[src/rtl/pi_servo_shift.sv]
// Shift-gain PI servo: saturating error/integrator/sum path, conditional-integration
// anti-windup, output clamp and a rail-detect state machine.
module pi_servo_shift #(
    parameter int IN_W     = 14,
    parameter int ACC_W    = 40,
    parameter int OUT_W    = 32,
    parameter int SH_W     = 6,
    parameter int RAIL_LIM = 1024
) (
    input  logic                    clk,
    input  logic                    rst_n,
    input  logic                    en,
    input  logic                    hold,
    input  logic                    int_clear,
    input  logic                    in_valid,
    input  logic signed [IN_W-1:0]  pv,
    input  logic signed [IN_W-1:0]  setpoint,
    input  logic signed [SH_W-1:0]  kp,
    input  logic signed [SH_W-1:0]  ki,
    input  logic signed [SH_W-1:0]  kg,
    input  logic                    invert,
    input  logic signed [OUT_W-1:0] out_min,
    input  logic signed [OUT_W-1:0] out_max,
    output logic signed [OUT_W-1:0] action,
    output logic                    out_valid,
    output logic [1:0]              state,
    output logic                    railed
);

    // state  | meaning
    // IDLE   | disabled; integrator and action forced to zero
    // RUN    | closed loop
    // HOLD   | integrator and action frozen, samples still flow
    // RAILED | RAIL_LIM consecutive clamped outputs seen while running
    localparam logic [1:0] ST_IDLE   = 2'd0;
    localparam logic [1:0] ST_RUN    = 2'd1;
    localparam logic [1:0] ST_HOLD   = 2'd2;
    localparam logic [1:0] ST_RAILED = 2'd3;

    localparam logic signed [ACC_W-1:0] ACC_MAX = {1'b0, {(ACC_W-1){1'b1}}};
    localparam logic signed [ACC_W-1:0] ACC_MIN = {1'b1, {(ACC_W-1){1'b0}}};
    localparam int CNT_W = $clog2(RAIL_LIM + 1);
    localparam logic [CNT_W-1:0] CNT_LIM = CNT_W'(RAIL_LIM);

    function automatic logic signed [ACC_W-1:0] sh(input logic signed [ACC_W-1:0] x,
                                                   input logic signed [SH_W-1:0]  c);
        int n;
        logic signed [ACC_W-1:0] y;
        n = int'(c);
        if (n > ACC_W - 1) n = ACC_W - 1;
        if (n < -(ACC_W - 1)) n = -(ACC_W - 1);
        if (n >= 0) begin
            y = x <<< n;
            // any bit lost off the top shows up as a mismatch on the way back
            if ((y >>> n) != x) y = x[ACC_W-1] ? ACC_MIN : ACC_MAX;
        end else begin
            y = x >>> (-n);
        end
        return y;
    endfunction

    function automatic logic signed [ACC_W-1:0] sat_add(input logic signed [ACC_W-1:0] a,
                                                        input logic signed [ACC_W-1:0] b);
        logic signed [ACC_W:0] s;
        s = {a[ACC_W-1], a} + {b[ACC_W-1], b};
        if (s[ACC_W] != s[ACC_W-1]) return s[ACC_W] ? ACC_MIN : ACC_MAX;
        return s[ACC_W-1:0];
    endfunction

    function automatic logic signed [ACC_W-1:0] sat_neg(input logic signed [ACC_W-1:0] x);
        if (x == ACC_MIN) return ACC_MAX;
        return -x;
    endfunction

    logic signed [IN_W:0]      err_r, err_d;
    logic signed [ACC_W-1:0]   err_x, integ, p_r, s_r, s_sum, s_d, a_r;
    logic signed [ACC_W-1:0]   min_x, max_x, a_clamp;
    logic                      v1, v2, v3, v4, ic1;
    logic                      rail_hi, rail_lo, a_hi, a_lo, clamped;
    logic                      err_pos, err_neg, windup, in_loop;
    logic [CNT_W-1:0]          rail_cnt, rail_cnt_d;
    logic [1:0]                state_d;

    assign err_d   = {setpoint[IN_W-1], setpoint} - {pv[IN_W-1], pv};
    assign err_x   = ACC_W'(err_r);
    assign err_pos = !err_r[IN_W] && (err_r != '0);
    assign err_neg = err_r[IN_W];
    assign windup  = (rail_hi && (err_pos ^ invert)) || (rail_lo && (err_neg ^ invert));

    assign s_sum = sat_add(p_r, sh(integ, ki));
    assign s_d   = invert ? sat_neg(s_sum) : s_sum;

    assign min_x   = ACC_W'(out_min);
    assign max_x   = ACC_W'(out_max);
    // sitting exactly on a limit counts as railed for windup and rail detect
    assign a_hi    = (a_r >= max_x);
    assign a_lo    = (a_r <= min_x);
    assign clamped = a_hi || a_lo;
    assign a_clamp = a_hi ? max_x : (a_lo ? min_x : a_r);

    assign in_loop = (state == ST_RUN) || (state == ST_RAILED);
    assign railed  = (state == ST_RAILED);

    always_comb begin
        rail_cnt_d = rail_cnt;
        if (int_clear || !in_loop) rail_cnt_d = '0;
        else if (v4) begin
            if (!clamped) rail_cnt_d = '0;
            else if (rail_cnt != CNT_LIM) rail_cnt_d = rail_cnt + CNT_W'(1);
        end
    end

    always_comb begin
        state_d = state;
        if (!en) state_d = ST_IDLE;
        else begin
            case (state)
                ST_IDLE:   state_d = ST_RUN;
                ST_RUN: begin
                    if (hold) state_d = ST_HOLD;
                    else if (rail_cnt_d == CNT_LIM) state_d = ST_RAILED;
                end
                ST_HOLD:   if (!hold) state_d = ST_RUN;
                ST_RAILED: begin
                    if (hold) state_d = ST_HOLD;
                    else if (v4 && !clamped) state_d = ST_RUN;
                end
                default:   state_d = ST_IDLE;
            endcase
        end
    end

    always_ff @(posedge clk) begin
        if (!rst_n) begin
            err_r     <= '0;
            ic1       <= 1'b0;
            integ     <= '0;
            p_r       <= '0;
            s_r       <= '0;
            a_r       <= '0;
            v1        <= 1'b0;
            v2        <= 1'b0;
            v3        <= 1'b0;
            v4        <= 1'b0;
            action    <= '0;
            out_valid <= 1'b0;
            rail_hi   <= 1'b0;
            rail_lo   <= 1'b0;
            rail_cnt  <= '0;
            state     <= ST_IDLE;
        end else begin
            v1  <= in_valid;
            v2  <= v1;
            v3  <= v2;
            v4  <= v3;
            ic1 <= int_clear;
            if (in_valid) err_r <= err_d;
            if (v1) p_r <= sh(err_x, kp);
            if (v2) s_r <= s_d;
            if (v3) a_r <= sh(s_r, kg);

            // a clear that arrived with the sample also zeroes it at its own update
            if (int_clear) integ <= '0;
            else if (v1) begin
                if (ic1 || state == ST_IDLE) integ <= '0;
                else if (state != ST_HOLD && !windup) integ <= sat_add(integ, err_x);
            end

            out_valid <= v4;
            if (v4) begin
                rail_hi <= a_hi;
                rail_lo <= a_lo;
                if (state == ST_IDLE) action <= '0;
                else if (state != ST_HOLD) action <= a_clamp[OUT_W-1:0];
            end

            rail_cnt <= rail_cnt_d;
            state    <= state_d;
        end
    end

endmodule

[config.mk]
export PLATFORM = sky130hd
export DESIGN_NAME = pi_servo_shift
export DESIGN_NICKNAME = d
export VERILOG_FILES = /design/src/rtl/pi_servo_shift.sv
export SDC_FILE = /design/constraint.sdc
export NUM_CORES = 2
export LEC_CHECK = 0
export CORE_ASPECT_RATIO = 1.2
export CORE_MARGIN = 4
export CORE_UTILIZATION = 50
export CTS_BUF_LIST = sky130_fd_sc_hd__clkbuf_16
export DETAILED_ROUTE_END_ITERATION = 8
export GPL_TIMING_DRIVEN = 0
export HOLD_SLACK_MARGIN = 0.08
export PLACE_DENSITY = 0.78
export SETUP_SLACK_MARGIN = 0.5
export SYNTH_ARGS = -nofsm -noshare
export SYNTH_HDL_FRONTEND = slang
export SYNTH_SLANG_ARGS = --single-unit
[constraint.sdc]
create_clock -name clk -period 31.5 [get_ports clk]
set_clock_uncertainty 0.05 [all_clocks]
set_input_delay 6.3 -clock clk [delete_from_list [all_inputs] [get_ports clk]]
set_output_delay 6.3 -clock clk [all_outputs]
set_load 0.1 [all_outputs]
After elaboration in Yosys (flattened, before gate mapping):

Index checks and enable logic that the tools add are counted.

* bits in registers: 228
* input bits: 117

* $add $sub $neg: 8
* order comparisons: 11
* equality and inequality tests: 15
* shifts and indexed selects: 9
* multiplexer cells: 56
* bitwise logic cells: 3
* reduce and logical (&&, ||, !) cells: 23

Operator list (number)
* two-way mux 40 bit: 20
* two-way mux 32 bit: 18
* >>> shifter 40 x 32 -> 40 bit: 5
* >= comparator 32 x 1 -> 1 bit, second input constant: 3
* less-than comparator 32 x 7 -> 1 bit, second input constant: 3
* negator 32 bit: 3
* inequality test 40 bit: 2
* <<< shifter 40 x 32 -> 40 bit: 2
* two-way mux 11 bit: 4
* adder 40 x 15 -> 41 bit: 1
* adder 40 x 40 -> 41 bit: 1
* equality test 40 bit, second input constant: 1
* >= comparator 40 x 32 -> 1 bit: 1
* <= comparator 40 x 32 -> 1 bit: 1
* inequality test 40 x 15 -> 1 bit: 1
* negator 40 bit: 1
* <<< shifter 15 x 32 -> 40 bit: 1
* >>> shifter 15 x 32 -> 40 bit: 1
* > comparator 6 x 7 -> 1 bit, second input constant: 3
* nonzero test 15 bit: 1
* subtractor 14 x 14 -> 15 bit: 1
* adder 11 x 1 -> 11 bit, second input constant: 1
* equality test 11 bit, second input constant: 1
* inequality test 11 bit, second input constant: 1
* 18 further kinds: 48

Longest topological paths before layout:

* word-level depth: 17
* mapped depth: 50
* gate-level depth less buffers: 39

Least setup slack after synthesis:

Ideal clock, no wire load.

* path type: input port to flip-flop
* from: input ki[0]
* to: register s_r[10]
* library setup time: 0.132 ns
* arrival: 16.616 ns
* data required time: 31.318 ns
* path slack: 14.701 ns
* cell stages on the path: 50
* buffers on the path: 16
* cell sequence: buf_6 buf_6 buf_6 buf_6 buf_2 buf_1 clkbuf_1 clkbuf_1 buf_1 clkbuf_1 clkbuf_1 nor2_1 ha_1 mux2_2 nor4_1 nand2_1 nor2_1 nand2_1 [... 14 more ...] nor2_1 clkbuf_1 a21oi_1 ha_1 inv_1 nor2_1 and3_1 clkbuf_1 nand4b_1 nor3_1 a211oi_1 a211o_1 nor2_1 o2111ai_1 o31a_1 clkbuf_1 buf_1 a21oi_1

* word-level cells in the longest chain between the ends: 17

RTL lines
* start: declaration: RTL line 19 `input logic signed [SH_W-1:0] ki,`
* > comparator 6 x 7 -> 1 bit: RTL line 50 `if (n > ACC_W - 1) n = ACC_W - 1;`
* two-way mux 32 bit (*): RTL line 50
* less-than comparator 32 x 7 -> 1 bit: RTL line 51 `if (n < -(ACC_W - 1)) n = -(ACC_W - 1);`
* two-way mux 32 bit (*): RTL line 51
* <<< shifter 40 x 32 -> 40 bit: RTL line 53 `y = x <<< n;`
* >>> shifter 40 x 32 -> 40 bit: RTL line 55 `if ((y >>> n) != x) y = x[ACC_W-1] ? ACC_MIN : ACC_MAX;`
* inequality test 40 bit: RTL line 55
* two-way mux 40 bit: RTL line 55
* two-way mux 40 bit (*): RTL line 52 `if (n >= 0) begin`
* adder 40 x 40 -> 41 bit (*): RTL line 65 `s = {a[ACC_W-1], a} + {b[ACC_W-1], b};`
* two-way mux 40 bit / inequality test 1 bit (equally long branches): RTL line 66 `if (s[ACC_W] != s[ACC_W-1]) return s[ACC_W] ? ACC_MIN : ACC_MAX;`
* two-way mux 40 bit / two-way mux 1 bit (equally long branches): RTL line 66
* two-way mux 40 bit (*): RTL line 67 `return s[ACC_W-1:0];`
* parallel branches: the longest is 3 deep, another holds negator 40 bit
* two-way mux 40 bit (*): RTL line 91 `assign s_d = invert ? sat_neg(s_sum) : s_sum;`
* end signal: assignment: RTL line 139 `s_r <= '0;`
* end signal: assignment: RTL line 159 `if (v2) s_r <= s_d;`
* end: declaration: RTL line 76 `logic signed [ACC_W-1:0] err_x, integ, p_r, s_r, s_sum, s_d, a_r;`

Every way passes the cells marked *. The select of a mux whose other input is x is not followed.
A chain may end at the register's enable or synchronous reset.

Worst setup path in the final report:

* from: input ki[0]
* to: register s_r[7]

The elaborated chain is that of the path after synthesis.

==> impl_metrics.env <==
export IMPL_path_clk_slew_ns=0.06
export IMPL_slew_headroom_pct=-4.03
export IMPL_p_sw_share_pct=45.0
export IMPL_power_density_nw_per_um2=29.3
export IMPL_rows=111
export IMPL_vias_per_cell=7.48
export IMPL_ir_drop_uv=38.8
export IMPL_num_vias=50357
export IMPL_worst_setup_path_start_kind="primary input"
export IMPL_syn_avg_cell_area_um2=7.05
export IMPL_routedWlPerCell_um=31.2
export IMPL_synth_seq_area_share_pct=11.7
export IMPL_tightest_slew_ns=1.56
export IMPL_synth_area_um2=38900
export IMPL_cts_buffers=26
export IMPL_gp_congestion=1.13
export IMPL_crit_required_ns=31.88
export IMPL_cts_tree="yes"
export IMPL_cp_max_fo=10
export IMPL_clk_path_buf_depth=3
export IMPL_io_pins=153
export IMPL_outcome="complete, but fails checks"
export IMPL_worst_path_max_delay_cell="buf_1"
export IMPL_finalWorstSetupSlack_ns=10.12
export IMPL_overflow=0
export IMPL_drive_above_1_share_pct=6.50
export IMPL_grt_pass1_vias=47958
export IMPL_dieArea_um2=82300
export IMPL_clockPowerShare_pct=25.7
export IMPL_dieHeight_um=314
export IMPL_gr_usage_met3_pct=12.0
export IMPL_p_comb_share_pct=48.5
export IMPL_nets=6016
export IMPL_clock_root_buffer="clkbuf_16"
export IMPL_p_sw_mw=0.560
export IMPL_fin_setup_tns_ns=0
export IMPL_drc_errors=101
export IMPL_area_delta_synth_final_pct=9.40
export IMPL_synth_top_area_share_pct=11.7
export IMPL_use_met2_pct=78.4
export IMPL_synth_ff_type="dfxtp_1"
export IMPL_rsz0062_at_grt="no"
export IMPL_syn_inst=5514
export IMPL_busiest_layer="met2"
export IMPL_p_seq_share_pct=25.8
export IMPL_cts_hold_buf=0
export IMPL_antenna_found_initial=8
export IMPL_fin_crit_sh_pct=67.9
export IMPL_core_um2=76800
export IMPL_h_tree_depth=1
export IMPL_power_total_mw=1.25
export IMPL_max_stage_delay_ns=0.84
export IMPL_wl_um=210000
export IMPL_numPortBuffers=142
export IMPL_report_final_slew_viol_count=5
export IMPL_clkSinkCount=228
export IMPL_die_x_um=263
export IMPL_cts_resized=0
export IMPL_ys_types=103
export IMPL_fillers=7500
export IMPL_grt_pass1_wl_um=307000
export IMPL_dp_hpwl_um=163000
export IMPL_p_leak_nw=15.8
export IMPL_synth_edff_count=0
export IMPL_internal_power_mw=0.685
export IMPL_dp_slack_ns=10.38
export IMPL_grt_max_degree=32
export IMPL_grt_usage_pct=48.0
export IMPL_synthesis_nets=5843
export IMPL_postCtsSetupRepairBufs=0
export IMPL_ant_nets=0
export IMPL_synth_top_area_cell="dfxtp_1"
export IMPL_drt_pre_antenna_iters=9
export IMPL_met1_usage_pct=49.7
export IMPL_final_util_pct=55.4
export IMPL_fmax_mhz=46.8
export IMPL_arrival_ns=21.75
export IMPL_ys_ff_latch=228
export IMPL_finalHoldViolations=0
export IMPL_start_util_pct=50.6
export IMPL_crit_path_end_kind="flip-flop"
export IMPL_worstSetupPathType="in -> reg"
export IMPL_fin_crit_ns=21.38
export IMPL_clock_latency_ns=0.61
export IMPL_max_cap_viol_count=1
export IMPL_worstHoldPathCells=2
export IMPL_violations="DRC, capacitance limit, slew limit"
export IMPL_ys_warn_count=0
export IMPL_ys_top_cells_by_area="dfxtp_1 (12%), ha_1 (6.7%), a21oi_1 (5.8%), mux2i_1 (5.8%), o21ai_0 (5.8%)"
export IMPL_drt_iter0_markers=7182
export IMPL_crit_top_cell="clkbuf_1"
export IMPL_rr_worst_depth=43
export IMPL_synthArstFlopShare_pct=0
export IMPL_hp_class="reg -> reg"
export IMPL_final_setup_viol_count=0
==> flip-flops by register name, indices dropped and copies added (netlist names), 2 cells and up <==
| name | flops |
|---|---|
| a_r | 40 |
| integ | 40 |
| p_r | 40 |
| s_r | 40 |
| action | 32 |
| err_r | 15 |
| rail_cnt | 11 |
| state | 2 |
==> routing by layer <==
layer  vias up  part of all wire [%]
met4         4                    13
li1      21451                     -
met2      4041                    44
met5         -                 0.037
met1     23313                    32
met3      1548                    10
==> cell type report <==
type | count | area [um^2] | share of cell area [%]
flip-flops and latches | 228 | 4570 | 10.7
multi-input cells | 4627 | 31700 | 74.6
clock inverters | 19 | 220 | 0.518
repair buffers | 145 | 1450 | 3.40
plain buffers | 503 | 2040 | 4.81
well taps | 1017 | 1270 | 2.99
clock buffers | 26 | 651 | 1.53
inverters | 156 | 586 | 1.38
diodes | 10 | 25.0 | 0.0588
==> power by group through the flow <==
stage,clock (mW),combinational (mW),sequential (mW)
final,0.320,0.604,0.322
after global routing,0.331,0.635,0.321
after global placement,0,0.565,0.325
after detailed placement,0,0.567,0.326
after floorplan,0,0.390,0.315
after CTS,0.320,0.571,0.319
==> through the flow <==
stage,instances,instance area (um^2),hold WS (ns)
global placement,6673,41600,0.384
CTS,6720,42500,0.411
finish,6731,42500,0.407
detailed placement,6675,41600,0.397
floorplan,5514,38900,0.404
global route,6724,42500,0.437
==> synthesized netlist by cell type, types with 28 or more instances <==
master and number:
nand2_1 588, a21oi_1 452, o21ai_0 452, nor2_1 431, clkbuf_1 393, dfxtp_1 228, mux2i_1 226, ha_1 209
inv_1 149, o22ai_1 148, nor3_1 145, nand3_1 128, a211oi_1 124, a31oi_1 110, mux4_2 98, a21o_1 91
xnor2_1 86, mux2_2 78, nor2b_1 74, nand4_1 73, o221ai_1 60, buf_1 59, o211ai_1 58, a22oi_1 52
and2_1 50, nand2b_1 50, or3_1 48, o21a_1 44, xor2_1 44, and3_1 39, a311oi_1 36, nor4_1 34
or2_2 34, o22a_1 33, o31ai_1 31, a221oi_1 29, a211o_1 28
==> final timing paths <==
path / slack [ns] / from / to
worst max-delay path: 10.12 / ki[0] / s_r[7]$_SDFFE_PN0P_
worst min-delay path: 0.41 / action[9]$_SDFFE_PN0P_ / action[9]$_SDFFE_PN0P_
worst max register to register: 16.09 / integ[11]$_SDFFE_PP0P_ / s_r[7]$_SDFFE_PN0P_
worst min register to register: 0.41 / action[9]$_SDFFE_PN0P_ / action[9]$_SDFFE_PN0P_
==> cell usage in the layout, fill, tap and decap left out, types with 73 or more instances in the layout <==
master,n
a211oi_1,123
a21o_1,91
a21oi_1,452
a31oi_1,110
clkbuf_1,393
clkdlybuf4s50_1,142
dfxtp_1,227
ha_1,209
inv_1,152
mux2_2,78
mux2i_1,226
mux4_2,98
nand2_1,588
nand3_1,128
nand4_1,73
nor2_1,431
nor2b_1,74
nor3_1,144
o21ai_0,452
o22ai_1,148
xnor2_1,86
==> worst max-delay path: cells and delay by family <==
family | cells | cell delay (ns)
multiplexers | 2 | 0.76
AO/OA/AOI/OAI | 12 | 3.36
buffers and inverters | 17 | 6.53
AND/OR/NAND/NOR | 16 | 3.87
adder cells (fa/ha/maj) | 3 | 0.82
==> cells by family after synthesis <==
| kind of cell | count (synthesis) | synth area share (%) |
|---|---|---|
| multiplexers | 409 | 14.0 |
| XOR/XNOR | 130 | 2.93 |
| flip-flops | 228 | 11.7 |
| AND/OR/NAND/NOR | 1797 | 22.1 |
| adder cells (fa/ha/maj) | 226 | 7.24 |
| AO/OA/AOI/OAI | 2065 | 35.2 |
| buffers and inverters | 659 | 6.76 |
Note: power is estimated with default switching activity, not from simulation.
